$ cat src/rtl/punc_pkg.sv
// punc_pkg: shared definitions for the PUnC instruction fetch front end.
// Holds the fetch FSM state encoding and the default widths / reset PC.
package punc_pkg;

    localparam int              PUNC_ADDR_W   = 16;
    localparam int              PUNC_DATA_W   = 16;
    localparam logic [15:0]     PUNC_RESET_PC = 16'h0000;

    // IDLE: nothing outstanding; REQ: live request outstanding;
    // DRAIN: outstanding request is stale and its data is discarded;
    // HALTED: front end stopped until reset.
    typedef enum logic [1:0] {
        FETCH_IDLE   = 2'd0,
        FETCH_REQ    = 2'd1,
        FETCH_DRAIN  = 2'd2,
        FETCH_HALTED = 2'd3
    } fetch_state_e;

endpackage

$ cat src/rtl/punc_fetch_queue.sv
// punc_fetch_queue: 1-2 entry FIFO of {instruction, incremented pc}.
// Entry 0 is always the head, so the head outputs come straight from flops.
// Flush has priority over push and pop; push and pop in one cycle both apply.
module punc_fetch_queue
    import punc_pkg::*;
#(
    parameter int DEPTH  = 2,
    parameter int DATA_W = PUNC_DATA_W,
    parameter int ADDR_W = PUNC_ADDR_W
) (
    input  logic              clk,
    input  logic              rst,
    input  logic              push_i,
    input  logic [DATA_W-1:0] push_instr_i,
    input  logic [ADDR_W-1:0] push_pc_i,
    input  logic              pop_i,
    input  logic              flush_i,
    output logic [1:0]        count_o,
    output logic              head_valid_o,
    output logic [DATA_W-1:0] head_instr_o,
    output logic [ADDR_W-1:0] head_pc_o
);

    localparam logic [1:0] DEPTH_L = 2'(DEPTH);

    logic [DATA_W-1:0] instr_q [DEPTH];
    logic [DATA_W-1:0] instr_d [DEPTH];
    logic [ADDR_W-1:0] pc_q    [DEPTH];
    logic [ADDR_W-1:0] pc_d    [DEPTH];
    logic [1:0]        count_q;
    logic [1:0]        count_d;
    logic [1:0]        count_pop_s;
    logic              pop_en_s;
    logic              push_en_s;

    // Next-state: shift toward the head on pop, then write the push slot.
    always_comb begin
        instr_d     = instr_q;
        pc_d        = pc_q;
        pop_en_s    = pop_i && (count_q != 2'd0);
        count_pop_s = pop_en_s ? (count_q - 2'd1) : count_q;
        push_en_s   = push_i && (count_pop_s < DEPTH_L);
        for (int i = 0; i < DEPTH - 1; i++) begin
            if (pop_en_s) begin
                instr_d[i] = instr_q[i+1];
                pc_d[i]    = pc_q[i+1];
            end else begin
                instr_d[i] = instr_q[i];
                pc_d[i]    = pc_q[i];
            end
        end
        for (int i = 0; i < DEPTH; i++) begin
            instr_d[i] = (push_en_s && (count_pop_s == 2'(i))) ? push_instr_i : instr_d[i];
            pc_d[i]    = (push_en_s && (count_pop_s == 2'(i))) ? push_pc_i    : pc_d[i];
        end
        if (flush_i) begin
            count_d = 2'd0;
        end else begin
            count_d = count_pop_s + {1'b0, push_en_s};
        end
    end

    // Storage and occupancy registers.
    always_ff @(posedge clk or posedge rst) begin
        if (rst) begin
            count_q <= 2'd0;
            for (int i = 0; i < DEPTH; i++) begin
                instr_q[i] <= {DATA_W{1'b0}};
                pc_q[i]    <= {ADDR_W{1'b0}};
            end
        end else begin
            count_q <= count_d;
            instr_q <= instr_d;
            pc_q    <= pc_d;
        end
    end

    assign count_o      = count_q;
    assign head_valid_o = (count_q != 2'd0);
    assign head_instr_o = instr_q[0];
    assign head_pc_o    = pc_q[0];

endmodule

$ cat src/rtl/punc_fetch_unit.sv
// punc_fetch_unit: PUnC LC3 instruction fetch front end.
// Owns the fetch PC, issues word reads over req/ack, buffers returned words
// and hands them to the control unit on valid/ready. Redirects flush; HALT
// stops fetching until reset. Requests are never withdrawn once raised.
// Build option: define PUNC_FETCH_PREFETCH_EN to let requests overlap queue
// occupancy up to QDEPTH entries; otherwise only one instruction is ever
// in flight or buffered.
module punc_fetch_unit
    import punc_pkg::*;
#(
    parameter int              ADDR_W   = PUNC_ADDR_W,
    parameter int              DATA_W   = PUNC_DATA_W,
    parameter int              QDEPTH   = 2,
    parameter logic [ADDR_W-1:0] RESET_PC = ADDR_W'(PUNC_RESET_PC)
) (
    input  logic              clk,
    input  logic              rst,
    output logic              mem_req,
    output logic [ADDR_W-1:0] mem_addr,
    input  logic              mem_ack,
    input  logic [DATA_W-1:0] mem_rdata,
    output logic              ir_valid,
    output logic [DATA_W-1:0] ir_data,
    output logic [ADDR_W-1:0] ir_pc,
    input  logic              ir_ready,
    input  logic              redir_valid,
    input  logic [ADDR_W-1:0] redir_pc,
    input  logic              halt,
    output logic [ADDR_W-1:0] fetch_pc
);

`ifdef PUNC_FETCH_PREFETCH_EN
    localparam int EFF_DEPTH = QDEPTH;
`else
    // Without prefetch the depth is capped at a single entry.
    localparam int EFF_DEPTH = (QDEPTH < 1) ? QDEPTH : 1;
`endif
    localparam logic [1:0] DEPTH_L = 2'(EFF_DEPTH);

    fetch_state_e      state_q, state_d;
    logic              mem_req_q, mem_req_d;
    logic [ADDR_W-1:0] mem_addr_q, mem_addr_d;
    logic [ADDR_W-1:0] fetch_pc_q, fetch_pc_d;
    logic              ack_s;
    logic              q_push_s, q_pop_s, q_flush_s, q_valid_s;
    logic [1:0]        q_count_s, count_pop_s;
    logic [DATA_W-1:0] q_instr_s;
    logic [ADDR_W-1:0] q_pc_s;

    punc_fetch_queue #(
        .DEPTH  (EFF_DEPTH),
        .DATA_W (DATA_W),
        .ADDR_W (ADDR_W)
    ) u_queue (
        .clk          (clk),
        .rst          (rst),
        .push_i       (q_push_s),
        .push_instr_i (mem_rdata),
        .push_pc_i    (mem_addr_q + ADDR_W'(1)),
        .pop_i        (q_pop_s),
        .flush_i      (q_flush_s),
        .count_o      (q_count_s),
        .head_valid_o (q_valid_s),
        .head_instr_o (q_instr_s),
        .head_pc_o    (q_pc_s)
    );

    // Next-state: halt beats redirect beats normal fetch flow.
    always_comb begin
        state_d     = state_q;
        mem_req_d   = mem_req_q;
        mem_addr_d  = mem_addr_q;
        fetch_pc_d  = fetch_pc_q;
        ack_s       = mem_req_q && mem_ack;
        q_pop_s     = q_valid_s && ir_ready;
        q_push_s    = 1'b0;
        q_flush_s   = 1'b0;
        count_pop_s = q_pop_s ? (q_count_s - 2'd1) : q_count_s;
        if ((state_q == FETCH_HALTED) || halt) begin
            // Let an outstanding request finish its handshake, drop its data.
            state_d   = FETCH_HALTED;
            q_flush_s = 1'b1;
            q_pop_s   = 1'b0;
            if (ack_s) begin
                mem_req_d = 1'b0;
            end else begin
                mem_req_d = mem_req_q;
            end
        end else if (redir_valid) begin
            q_flush_s = 1'b1;
            q_pop_s   = 1'b0;
            if (mem_req_q && !mem_ack) begin
                // Request stays up until acked; its data will be dropped.
                state_d    = FETCH_DRAIN;
                fetch_pc_d = redir_pc;
            end else begin
                state_d    = FETCH_REQ;
                mem_req_d  = 1'b1;
                mem_addr_d = redir_pc;
                fetch_pc_d = redir_pc + ADDR_W'(1);
            end
        end else begin
            case (state_q)
                FETCH_IDLE: begin
                    if (count_pop_s < DEPTH_L) begin
                        state_d    = FETCH_REQ;
                        mem_req_d  = 1'b1;
                        mem_addr_d = fetch_pc_q;
                        fetch_pc_d = fetch_pc_q + ADDR_W'(1);
                    end else begin
                        mem_req_d  = 1'b0;
                    end
                end
                FETCH_REQ: begin
                    if (ack_s) begin
                        q_push_s = 1'b1;
                        if ((count_pop_s + 2'd1) < DEPTH_L) begin
                            mem_req_d  = 1'b1;
                            mem_addr_d = fetch_pc_q;
                            fetch_pc_d = fetch_pc_q + ADDR_W'(1);
                        end else begin
                            state_d   = FETCH_IDLE;
                            mem_req_d = 1'b0;
                        end
                    end else begin
                        mem_req_d = 1'b1;
                    end
                end
                FETCH_DRAIN: begin
                    if (ack_s) begin
                        state_d    = FETCH_REQ;
                        mem_req_d  = 1'b1;
                        mem_addr_d = fetch_pc_q;
                        fetch_pc_d = fetch_pc_q + ADDR_W'(1);
                    end else begin
                        mem_req_d = 1'b1;
                    end
                end
                default: begin
                    state_d   = FETCH_IDLE;
                    mem_req_d = 1'b0;
                end
            endcase
        end
    end

    // FSM state, request outputs and fetch PC registers.
    always_ff @(posedge clk or posedge rst) begin
        if (rst) begin
            state_q    <= FETCH_IDLE;
            mem_req_q  <= 1'b0;
            mem_addr_q <= RESET_PC;
            fetch_pc_q <= RESET_PC;
        end else begin
            state_q    <= state_d;
            mem_req_q  <= mem_req_d;
            mem_addr_q <= mem_addr_d;
            fetch_pc_q <= fetch_pc_d;
        end
    end

    assign mem_req  = mem_req_q;
    assign mem_addr = mem_addr_q;
    assign fetch_pc = fetch_pc_q;
    assign ir_valid = q_valid_s;
    assign ir_data  = q_instr_s;
    assign ir_pc    = q_pc_s;

endmodule

$ cat config.mk
export PLATFORM = sky130hd
export DESIGN_NAME = punc_fetch_unit
export DESIGN_NICKNAME = d
export VERILOG_FILES = /design/src/rtl/punc_pkg.sv /design/src/rtl/punc_fetch_queue.sv /design/src/rtl/punc_fetch_unit.sv
export SDC_FILE = /design/constraint.sdc
export NUM_CORES = 1
export LEC_CHECK = 0
export CAP_MARGIN = 20
export CORE_MARGIN = 2
export CORE_UTILIZATION = 53
export DETAILED_ROUTE_END_ITERATION = 8
export GPL_TIMING_DRIVEN = 0
export HOLD_SLACK_MARGIN = 0.12
export PLACE_DENSITY_LB_ADDON = 0.05
export SYNTH_ARGS = -nofsm -noshare
export SYNTH_HDL_FRONTEND = slang
export SYNTH_SLANG_ARGS = --single-unit
$ cat constraint.sdc
create_clock -name clk -period 4.7 [get_ports clk]
set_input_delay 0.94 -clock clk [delete_from_list [all_inputs] [get_ports clk]]
set_output_delay 0.94 -clock clk [all_outputs]
set_load 0.005 [all_outputs]
==> results.json <==
{
  "worstMarginPinSlew_ns": 0.828,
  "ioPinCount": 104,
  "die_area_um2": 7940,
  "die_y_um": 89.1,
  "multi_input_area_um2": 1980,
  "slew_headroom_pct": 44.8,
  "synth_commonest_cells": "103 x nand2_1, 69 x dfrtp_1, 32 x o21ai_1, 25 x nor2_1, 21 x clkbuf_1",
  "antenna_left": 0,
  "clockRootBuffer": "clkbuf_8",
  "wl_per_cell_um": 15.4,
  "hp-start": "u_queue.head_instr_o[5]$_DFFE_PP0P_",
  "cts.clk_slew.worst_paths_ns": 0.08,
  "seqCellArea_um2": 1730,
  "route.detailed.drc": 0,
  "yosysTopAreaCell": "dfrtp_1",
  "synth_area_um2": 3840,
  "max_freq_mhz": 327,
  "rsz0062_at_grt": "false",
  "track_usage_pct": 26.4,
  "fillers": 571,
  "intPower_uw": 1130,
  "syn_avg_cell_area_um2": 8.65,
  "place_congestion": 0.891,
  "skew_ns": 0.00851,
  "p_sw_share_pct": 28.0,
  "crit_top_cell": "clkbuf_1",
  "ys_types": 44,
  "crit_type": "input port to flip-flop",
  "num_rows": 31,
  "critPathCaptureType": "flip-flop",
  "yosysMostFrequentCell": "nand2_1",
  "hold_end": "u_queue.head_instr_o[5]$_DFFE_PP0P_",
  "n_antenna_cell": 0,
  "overflow": 0,
  "cts_tree": "yes",
  "grt_pass1_wl_um": 16300,
  "yosysSeqAreaShare_pct": 45.0,
  "power.leakage_uw": 0.00221,
  "yosysWarnings": 0,
  "regToRegSetupSlack_ns": 1.79,
  "hold_path.class": "flip-flop to flip-flop",
  "rr_endpoint": "mem_addr[13]$_DFFE_PP0P_",
  "dr_total_vias": 3647,
  "hold_buffers": 0,
  "post-cts-setup-buffers": 0,
  "fin_cells": 661,
  "async_flop_share_pct": 100,
  "synth_nets": 491,
  "cts.sinks": 69,
  "reg2reg_from": "u_queue.count_o[0]$_DFF_PP0_",
  "hold_path_depth": 2,
  "total_power_uw": 1570,
  "yosys-top-cells-area": "dfrtp_1 45%, nand2_1 10%, mux2i_1 4.4%",
  "peakVddDrop_uv": 197,
  "synth_edf_count": 0,
  "cp_data_arrival_time_ns": 3.27,
  "syn_to_final_growth_pct": 35.5,
  "drv_cap": 0,
  "io_buffers": 102,
  "dr.pass1.iters": 5,
  "htree_levels": 3,
  "nets": 604,
  "switching_power_uw": 439,
  "wirelength_um": 10200,
  "slowest_stage": "or4_1",
  "pwr_density_cell_nw_per_um2": 301,
  "grt_antenna_before_repair": 0,
  "sequentialPowerShare_pct": 47.1,
  "finalSetupViolCount": 0,
  "dp.cells": 645,
  "synth_top_area_share_pct": 45.0,
  "r2r_cells": 10,
  "vias_per_cell": 5.52,
  "p_comb_share_pct": 19.1,
  "min_period_ns": 3.06,
  "die_w_um": 89.1,
  "grt_start_max_net_pins": 70,
  "drv_slew": 0,
  "status": "finished clean",
  "worst_path_largest_cell_delay_ns": 0.57,
  "start_util_pct": 53.8,
  "synth_flop_cell": "dfrtp_1",
  "cts_resized": 0,
  "hold_viol": 0,
  "cts_buffer_depth": 2,
  "synthCells": 444,
  "fin_crit_sh_pct": 65.1,
  "worstSkewPairLatency_ns": 0.34,
  "place_hpwl_um": 7410,
  "finalSetupTns_ns": 0,
  "ys_ff_latch": 69,
  "clock_power_share_pct": 33.9,
  "grt_pass1_vias": 3314,
  "cp_max_fo": 10,
  "startpoint_type": "input port",
  "whs_ns": 0.478,
  "drive_gt1_share_pct": 3.91,
  "worstPathRequired_ns": 4.91,
  "core_area_um2": 7140,
  "cp_cell_sequence": "clkdlybuf4s50_1 -> or4b_1 -> o31ai_1 -> nor3b_1 -> or4_1 -> clkbuf_1 -> clkbuf_1 -> nand2_1 -> o21ai_1",
  "drt_iter0_drc": 167,
  "cts_made_buffers": 9
}
-- per-stage QoR --
step	util [%]	setup slack (ns)	instance area, um2
2_1_floorplan	-	2.01	3840
3_3_place_gp	69.8	0.918	4980
3_5_place_dp	69.9	1.30	4990
4_1_cts	72.9	1.64	5200
5_1_grt	72.9	1.49	5200
6_report	72.9	1.64	5200
-- kinds of logic after synthesis --
kind of cell,Yosys count,share of synthesized area (%)
XOR/XNOR,29,6.61
multiplexers,17,4.43
buffers and inverters,34,3.36
flip-flops,69,45.0
AO/OA/AOI/OAI,87,13.6
adder cells (fa/ha/maj),9,2.93
AND/OR/NAND/NOR,199,24.1
-- final cells by class --
type	instances	area share [%]
Timing Repair Buffer	102	19.6
Multi-Input combinational cell	341	38.1
Inverter	11	0.842
Buffer	23	1.68
Tap cell	99	2.38
Clock buffer	10	2.45
Clock inverter	6	1.68
Sequential cell	69	33.2
-- per-layer routing --
layer	vias up	global-route usage, %	routed length, um
li1	1781	-	-
met1	1704	35.6	4330
met5	-	0	0
met4	0	11.1	208
met2	144	43.4	4990
met3	18	2.95	624
-- power groups by stage --
stage / logic (uW) / clock network [uW] / registers [uW]
3_5_place_dp: 297 / 0 / 746
3_3_place_gp: 293 / 0 / 744
5_1_grt: 328 / 564 / 747
6_report: 299 / 531 / 738
4_1_cts: 301 / 539 / 735
2_1_floorplan: 118 / 0 / 728
-- registers in the layout, summed over array words and instances, names as in the netlist --
register and count:
fetch_pc 16, mem_addr 16, mem_req 1, state_q 2, u_queue.count_o 2, u_queue.head_instr_o 16, u_queue.head_pc_o 16
-- worst max path at each step --
| stage | from | to | slack [ns] | depth (start not counted) |
|---|---|---|---|---|
| after floorplan | ir_ready | fetch_pc[13]$_DFFE_PP0P_ | 2.01 | 7 |
| after global placement | rst | fetch_pc[6]$_DFFE_PP0P_ | 0.92 | 2 |
| after detailed placement | ir_ready | mem_addr[6]$_DFFE_PP0P_ | 1.30 | 9 |
| after CTS | ir_ready | mem_addr[13]$_DFFE_PP0P_ | 1.64 | 9 |
| after global routing | ir_ready | u_queue.count_o[1]$_DFF_PP0_ | 1.49 | 9 |
| final | ir_ready | mem_addr[13]$_DFFE_PP0P_ | 1.64 | 9 |
-- placed cells by master, fill, tap and decap left out, types with 9 or more instances in the layout --
master	netlist	final
nand2_1	103	103
clkdlybuf4s50_1	0	102
dfrtp_1	69	69
o21ai_1	32	32
nor2_1	25	25
clkbuf_1	21	22
a21oi_1	19	19
nand3_1	19	19
mux2i_1	17	17
xnor2_1	15	15
xor2_1	14	14
o21ai_0	10	10
nand4_1	10	10
nor3_1	9	9
ha_1	9	9
clkbuf_8	0	9
-- worst max-delay path: cells and delay by family --
kind | cells | cell delay [ns]
AOI/OAI and AO/OA | 2 | 0.19
buffers and inverters | 3 | 0.88
and+or+nand+nor | 4 | 1.26
Note: power is estimated with default switching activity, not from simulation.
